## config.mk

```make
export PLATFORM = sky130hd
export DESIGN_NAME = if_fetch_unit
export DESIGN_NICKNAME = d
export VERILOG_FILES = /design/src/rtl/if_fetch_unit.sv
export SDC_FILE = /design/constraint.sdc
export NUM_CORES = 1
export LEC_CHECK = 0
export CAP_MARGIN = 20
export CORE_MARGIN = 8
export CORE_UTILIZATION = 40
export DETAILED_ROUTE_END_ITERATION = 7
export GPL_TIMING_DRIVEN = 1
export PLACE_DENSITY = 0.75
export SLEW_MARGIN = 10
export SYNTH_ARGS = -nofsm -noshare
export SYNTH_HDL_FRONTEND = slang
export SYNTH_SLANG_ARGS = --single-unit
export TNS_END_PERCENT = 30
```

## constraint.sdc

```tcl
create_clock -name clk_i -period 2.5 [get_ports clk_i]
set_clock_uncertainty 0.1 [all_clocks]
set_input_delay 0.5 -clock clk_i [delete_from_list [all_inputs] [get_ports clk_i]]
set_output_delay 0.5 -clock clk_i [all_outputs]
set_load 0.005 [all_outputs]
```

## src/rtl/if_fetch_unit.sv

```systemverilog
// ---------------------------------------------------------------------------
// if_fetch_unit
//
// Instruction-fetch stage that feeds the IF/ID pipeline register. It owns the
// program counter, chooses between sequential PC+4 and a branch redirect, and
// fetches from a variable-latency instruction memory over a req/ack handshake.
// Whenever no valid instruction is available it presents a bubble
// (instr_o = 32'b0, the same encoding IF/ID uses for a flush).
//
// Ports:
//   clk_i            clock, all state updates on the rising edge
//   rst_i            synchronous active-high reset
//   pc_write_i       1 = IF/ID accepts this cycle, 0 = stall
//   branch_i         taken branch/jump, redirect fetch
//   branch_target_i  redirect address (bits [1:0] ignored)
//   imem_req_o       fetch request
//   imem_addr_o      fetch address, stable while a request is outstanding
//   imem_ack_i       memory data valid this cycle
//   imem_data_i      instruction word, valid with imem_ack_i
//   pc_o             PC of the presented instruction
//   instr_o          presented instruction, 32'b0 = bubble
//   fetch_count_o    count of instructions accepted by IF/ID (wraps)
// ---------------------------------------------------------------------------
module if_fetch_unit #(
  parameter logic [31:0] RESET_PC = 32'h0000_0000
) (
  input  logic        clk_i,
  input  logic        rst_i,
  input  logic        pc_write_i,
  input  logic        branch_i,
  input  logic [31:0] branch_target_i,
  output logic        imem_req_o,
  output logic [31:0] imem_addr_o,
  input  logic        imem_ack_i,
  input  logic [31:0] imem_data_i,
  output logic [31:0] pc_o,
  output logic [31:0] instr_o,
  output logic [31:0] fetch_count_o
);

  // FETCH   : request outstanding at req_addr_q
  // HOLD    : word accepted from memory but IF/ID stalled; word kept in hold_q
  // DISCARD : redirect arrived mid-request; finish the old handshake, drop data
  typedef enum logic [1:0] {
    FETCH   = 2'd0,
    HOLD    = 2'd1,
    DISCARD = 2'd2
  } state_e;

  state_e      state_q, state_d;
  logic [31:0] pc_q, pc_d;
  logic [31:0] req_addr_q, req_addr_d;
  logic [31:0] hold_q, hold_d;
  logic [31:0] count_q, count_d;

  logic [31:0] target;
  logic [31:0] pc_plus4;
  logic        unused_target_bits;

  // Redirect targets are forced to word alignment.
  assign target             = {branch_target_i[31:2], 2'b00};
  assign unused_target_bits = ^branch_target_i[1:0];
  assign pc_plus4           = pc_q + 32'd4;

  // The address register only changes on an ack edge or from HOLD, so the
  // handshake address stays stable for the life of each request.
  assign imem_addr_o   = req_addr_q;
  assign fetch_count_o = rst_i ? 32'd0 : count_q;

  // State register with synchronous reset; a reset mid-request simply drops
  // the request because imem_req_o is forced low while rst_i is high.
  always_ff @(posedge clk_i) begin
    if (rst_i) begin
      state_q    <= FETCH;
      pc_q       <= RESET_PC;
      req_addr_q <= RESET_PC;
      hold_q     <= 32'd0;
      count_q    <= 32'd0;
    end else begin
      state_q    <= state_d;
      pc_q       <= pc_d;
      req_addr_q <= req_addr_d;
      hold_q     <= hold_d;
      count_q    <= count_d;
    end
  end

  // Next-state and presented outputs. Priority is branch over pc_write; the
  // outputs are combinational so IF/ID samples them at the same edge.
  always_comb begin
    state_d    = state_q;
    pc_d       = pc_q;
    req_addr_d = req_addr_q;
    hold_d     = hold_q;
    count_d    = count_q;
    imem_req_o = 1'b0;
    pc_o       = 32'd0;
    instr_o    = 32'd0;

    if (!rst_i) begin
      case (state_q)
        FETCH: begin
          imem_req_o = 1'b1;
          if (!imem_ack_i) begin
            pc_o = pc_q;
            if (branch_i) begin
              pc_d    = target;
              state_d = DISCARD;
            end
          end else begin
            pc_o = req_addr_q;
            if (branch_i) begin
              // Word arrived on the wrong path: drop it and restart at target.
              pc_d       = target;
              req_addr_d = target;
            end else if (pc_write_i) begin
              instr_o    = imem_data_i;
              pc_d       = pc_plus4;
              req_addr_d = pc_plus4;
              count_d    = count_q + 32'd1;
            end else begin
              // Stall: capture the word so it is never refetched.
              instr_o = imem_data_i;
              hold_d  = imem_data_i;
              state_d = HOLD;
            end
          end
        end

        HOLD: begin
          pc_o = pc_q;
          if (branch_i) begin
            pc_d       = target;
            req_addr_d = target;
            state_d    = FETCH;
          end else if (pc_write_i) begin
            instr_o    = hold_q;
            count_d    = count_q + 32'd1;
            pc_d       = pc_plus4;
            req_addr_d = pc_plus4;
            state_d    = FETCH;
          end else begin
            instr_o = hold_q;
          end
        end

        DISCARD: begin
          imem_req_o = 1'b1;
          pc_o       = pc_q;
          // A later redirect overrides the earlier one.
          if (branch_i) begin
            pc_d = target;
          end
          if (imem_ack_i) begin
            req_addr_d = branch_i ? target : pc_q;
            state_d    = FETCH;
          end
        end

        default: begin
          state_d = FETCH;
        end
      endcase
    end
  end

endmodule

```

==> flow_summary_export.csv <==
group,metric,value,unit
yosys,seq_area_frac_synth,28.2,%
yosys,synth_seq_cells,130,
routing,drt_iter0_markers,1205,
pwr,p_leak,0.00490,uW
floorplanning,dieArea,28200,um2
hold_path,holdPathStages,2,
floorplanning,core-area,22600,um2
clock_tree,clock_sinks,130,
timing,rsz0062_at_grt,"yes",
floorplanning,rows,55,
yosys,avgSynthCellArea,7.23,um2
pwr,powerDensity,597,nW/um2
yosys,yosys_warnings,0,
critical_path,r2r-end,"pc_q[29]",
grt,grt_max_degree,109,
yosys,postSynthNetCount,1353,
clock_tree,clk_pin_slew_worst_paths,0.06,ns
floorplanning,start_util,40.8,%
grt,gr-usage-all-layers,26.5,%
cells_and_area,nets,1602,
routing,ant_nets,0,
yosys,async_reset_ff_share,0,%
floorplanning,die_height,168,um
place,post_dp_cell_area,12200,um2
critical_path,worst_path_largest_cell_delay,0.33,ns
grt,first_global_vias,10916,
critical_path,cp-start-kind,"register",
yosys,synthesis.area,9240,um2
critical_path,worstRegToRegCells,10,
routing,via_count,11304,
critical_path,crit_path_end_kind,"output pin",
pwr,vdd_drop_max,0.442,mV
place,place.gp.congestion,0.966,
routing,vias_per_cell,6.19,
pwr,pwr-share-seq,30.4,%
critical_path,required,1.90,ns
cells_and_area,nFillCells,1980,
cells_and_area,drive_above_1_share,24.4,%
timing,slew_headroom,53.6,%
timing,finalSetupViolations,17,
clock_tree,postCtsHoldBufs,0,
critical_path,r2r_slack,0.06,ns
clock_tree,cts_inserted_buffers,17,
routing,wl_per_cell,21.2,um
clock_tree,cts_max_level,4,
cells_and_area,diodes,0,
routing,dr.pass1.iters,6,
hold_path,hold_path_class,"reg2reg",
critical_path,crit_chain,"inv_2 -> ha_4 -> buf_4 -> o21ai_4 -> buf_4 -> buf_6 -> buf_16 -> nor2_1 -> buf_2",
pwr,p_sw_share,35.5,%
cells_and_area,postLayoutCellArea,13400,um2
status,status,"finished, violations left",
status,violations,"negative setup slack",
yosys,synth_edf_count,0,
critical_path,cp.arrival,1.93,ns
timing,setup_ws,-0.0252,ns
yosys,synth_cell_types,83,
critical_path,critPathLaunch,"state_q[0]",
place,portBuffers,195,
grt,gr-total-overflow,0,
clock_tree,clockBufferDepth,2,
job,max-cap-violations,0,
timing,finalCritPeriodShare,101,%
routing,totalWireLength,38.7,mm
pwr,clkPwrFrac,33.6,%
critical_path,crit_type,"reg2out",
cells_and_area,area_growth,45.3,%
critical_path,rr_startpoint,"state_q[0]",
yosys,postSynthCellCount,1278,
floorplanning,pin_count,198,
timing,hold_viol_final,0,
critical_path,slowest_stage,"dfxtp_2",
pwr,p_int,5170,uW
timing,slew_viol_final,0,
clock_tree,cts_tree,"done",
place,dp_slack,-0.338,ns
grt,antenna_found_initial,1,
routing,drc,0,
timing,setup_total_negative_slack,-0.134,ns
clock_tree,cts_root_buffer,"clkbuf_16",
grt,grt_first_pass_wirelength,60.3,mm
critical_path,crit_end,"instr_o[18]",
critical_path,path_max_fanout,8,
floorplanning,die_w,168,um
pwr,power_switching,2840,uW
yosys,synth_ff_type,"dfxtp_1",
timing,worst_pin_slew,0.696,ns
clock_tree,clk_latency,0.44,ns
place,dp_hpwl,26.3,mm
critical_path,cp_common_cell,"buf_4",
timing,max_freq,396,MHz
pwr,pwr-share-comb,35.9,%
timing,period_needed,2.53,ns
-- layout make-up --
cell class	instances	area, um2	area share (%)
clock inverter	15	196	1.46
tap	285	357	2.66
inverter	20	77.6	0.578
sequential	130	2610	19.4
multi-input combinational	996	6400	47.7
timing repair buffer	362	3360	25.0
clock buffer	17	425	3.17
-- metrics by stage --
stage	hold WS (ns)	utilization, %	total power, uW	std cells
after floorplan	0.337	-	3750	1278
after global placement	0.342	54.1	4900	1768
after detailed placement	0.348	54.1	4930	1768
after CTS	0.357	58.9	7930	1822
after global routing	0.368	59.3	8340	1825
final	0.360	59.3	8010	1825
-- power groups by stage --
stage	logic (uW)	registers, uW	clock network [uW]
global route	3070	2450	2820
CTS	2780	2420	2720
floorplan	1370	2380	0
detailed placement	2470	2460	0
finish	2880	2440	2690
global placement	2450	2450	0
-- timing repair --
item | CTS | global route
pin swaps | 16 | 16
cloned | 8 | 0
endpoints found under the setup margin | 68 | 75
resized for setup | 285 | 60
buffers inserted | 15 | 5
-- worst max-delay path: cells and delay by family (launching register included) --
family | cells | cell delay, ns
buffers and inverters | 6 | 0.77
DFF | 1 | 0.33
adders and majority gates | 1 | 0.16
and+or+nand+nor | 1 | 0.13
AOI/OAI and AO/OA | 1 | 0.08
-- synthesized netlist by cell type, drive strengths merged (12+ instances only) --
cell type / n / area, um2
nand2b: 15 / 93.8
nand2: 136 / 510
nor3: 34 / 175
buf: 32 / 160
a22oi: 64 / 480
nor2: 150 / 563
clkbuf: 100 / 375
dfxtp: 130 / 2600
o21ai: 48 / 240
nand4: 33 / 213
and4: 12 / 108
nor2b: 43 / 269
nor4: 32 / 234
and3: 14 / 87.6
inv: 18 / 67.6
or3: 15 / 93.8
xnor2: 29 / 254
a211oi: 18 / 135
mux2i: 18 / 180
a21oi: 89 / 445
nand3: 42 / 215
xor2: 28 / 245
o211ai: 15 / 113
-- layout by cell type (no fill, tap or decap), types with 6 or more instances in the layout --
cell             instances
buf_12                  18
or4_1                    7
clkbuf_2                12
nor2_1                 135
nand2b_1                15
mux2i_1                 17
nand2_1                136
and4_1                  11
and3_1                  14
nand3_1                 40
nor4_2                   7
or3_1                   15
o31ai_1                  7
a211oi_1                18
xnor2_1                 29
inv_1                   16
nor3_1                  31
clkdlybuf4s15_2         12
and2_1                  10
buf_4                  136
nand4_1                 32
nor2b_1                 43
a31oi_1                 11
buf_6                    7
nor2_2                  15
buf_2                   39
nor4_1                  24
a21oi_1                 88
a22oi_1                 18
mux2_2                   7
clkdlybuf4s50_1        128
buf_16                   7
a22oi_2                 46
clkbuf_16               17
xor2_1                  28
o21ai_0                 46
o221ai_1                 6
o211ai_1                15
dfxtp_1                128
-- cell families after synthesis --
kind of cell             Yosys count  synth area share (%)
AO/OA/AOI/OAI                    343                  25.3
XOR/XNOR                          57                  5.41
adder cells (fa/ha/maj)            6                 0.813
buffers and inverters            152                  6.61
flip-flops                       130                  28.2
multiplexers                      25                  2.80
AND/OR/NAND/NOR                  565                  30.9
-- how the worst min path moves through the flow --
stage | from | to
4_1_cts | hold_q[22] | hold_q[22]
6_report | hold_q[26] | hold_q[26]
5_1_grt | hold_q[8] | hold_q[8]
3_3_place_gp | hold_q[3] | hold_q[3]
2_1_floorplan | hold_q[0] | hold_q[0]
3_5_place_dp | hold_q[22] | hold_q[22]
-- registers in the layout, summed over array words and instances, names as in the netlist --
register / flops
count_q: 32
hold_q: 32
imem_addr_o: 32
pc_q: 32
state_q: 2
-- routing by layer --
metal	global-route usage, %	vias up	part of all wire (%)	wire length, um
met3	7.76	135	9.8	3800
li1	-	5160	-	-
met2	43.0	625	46	18000
met5	0	-	0.034	13
met4	12.5	2	4.2	1640
met1	31.8	5382	40	15300
(Power assumes the default switching activity.)
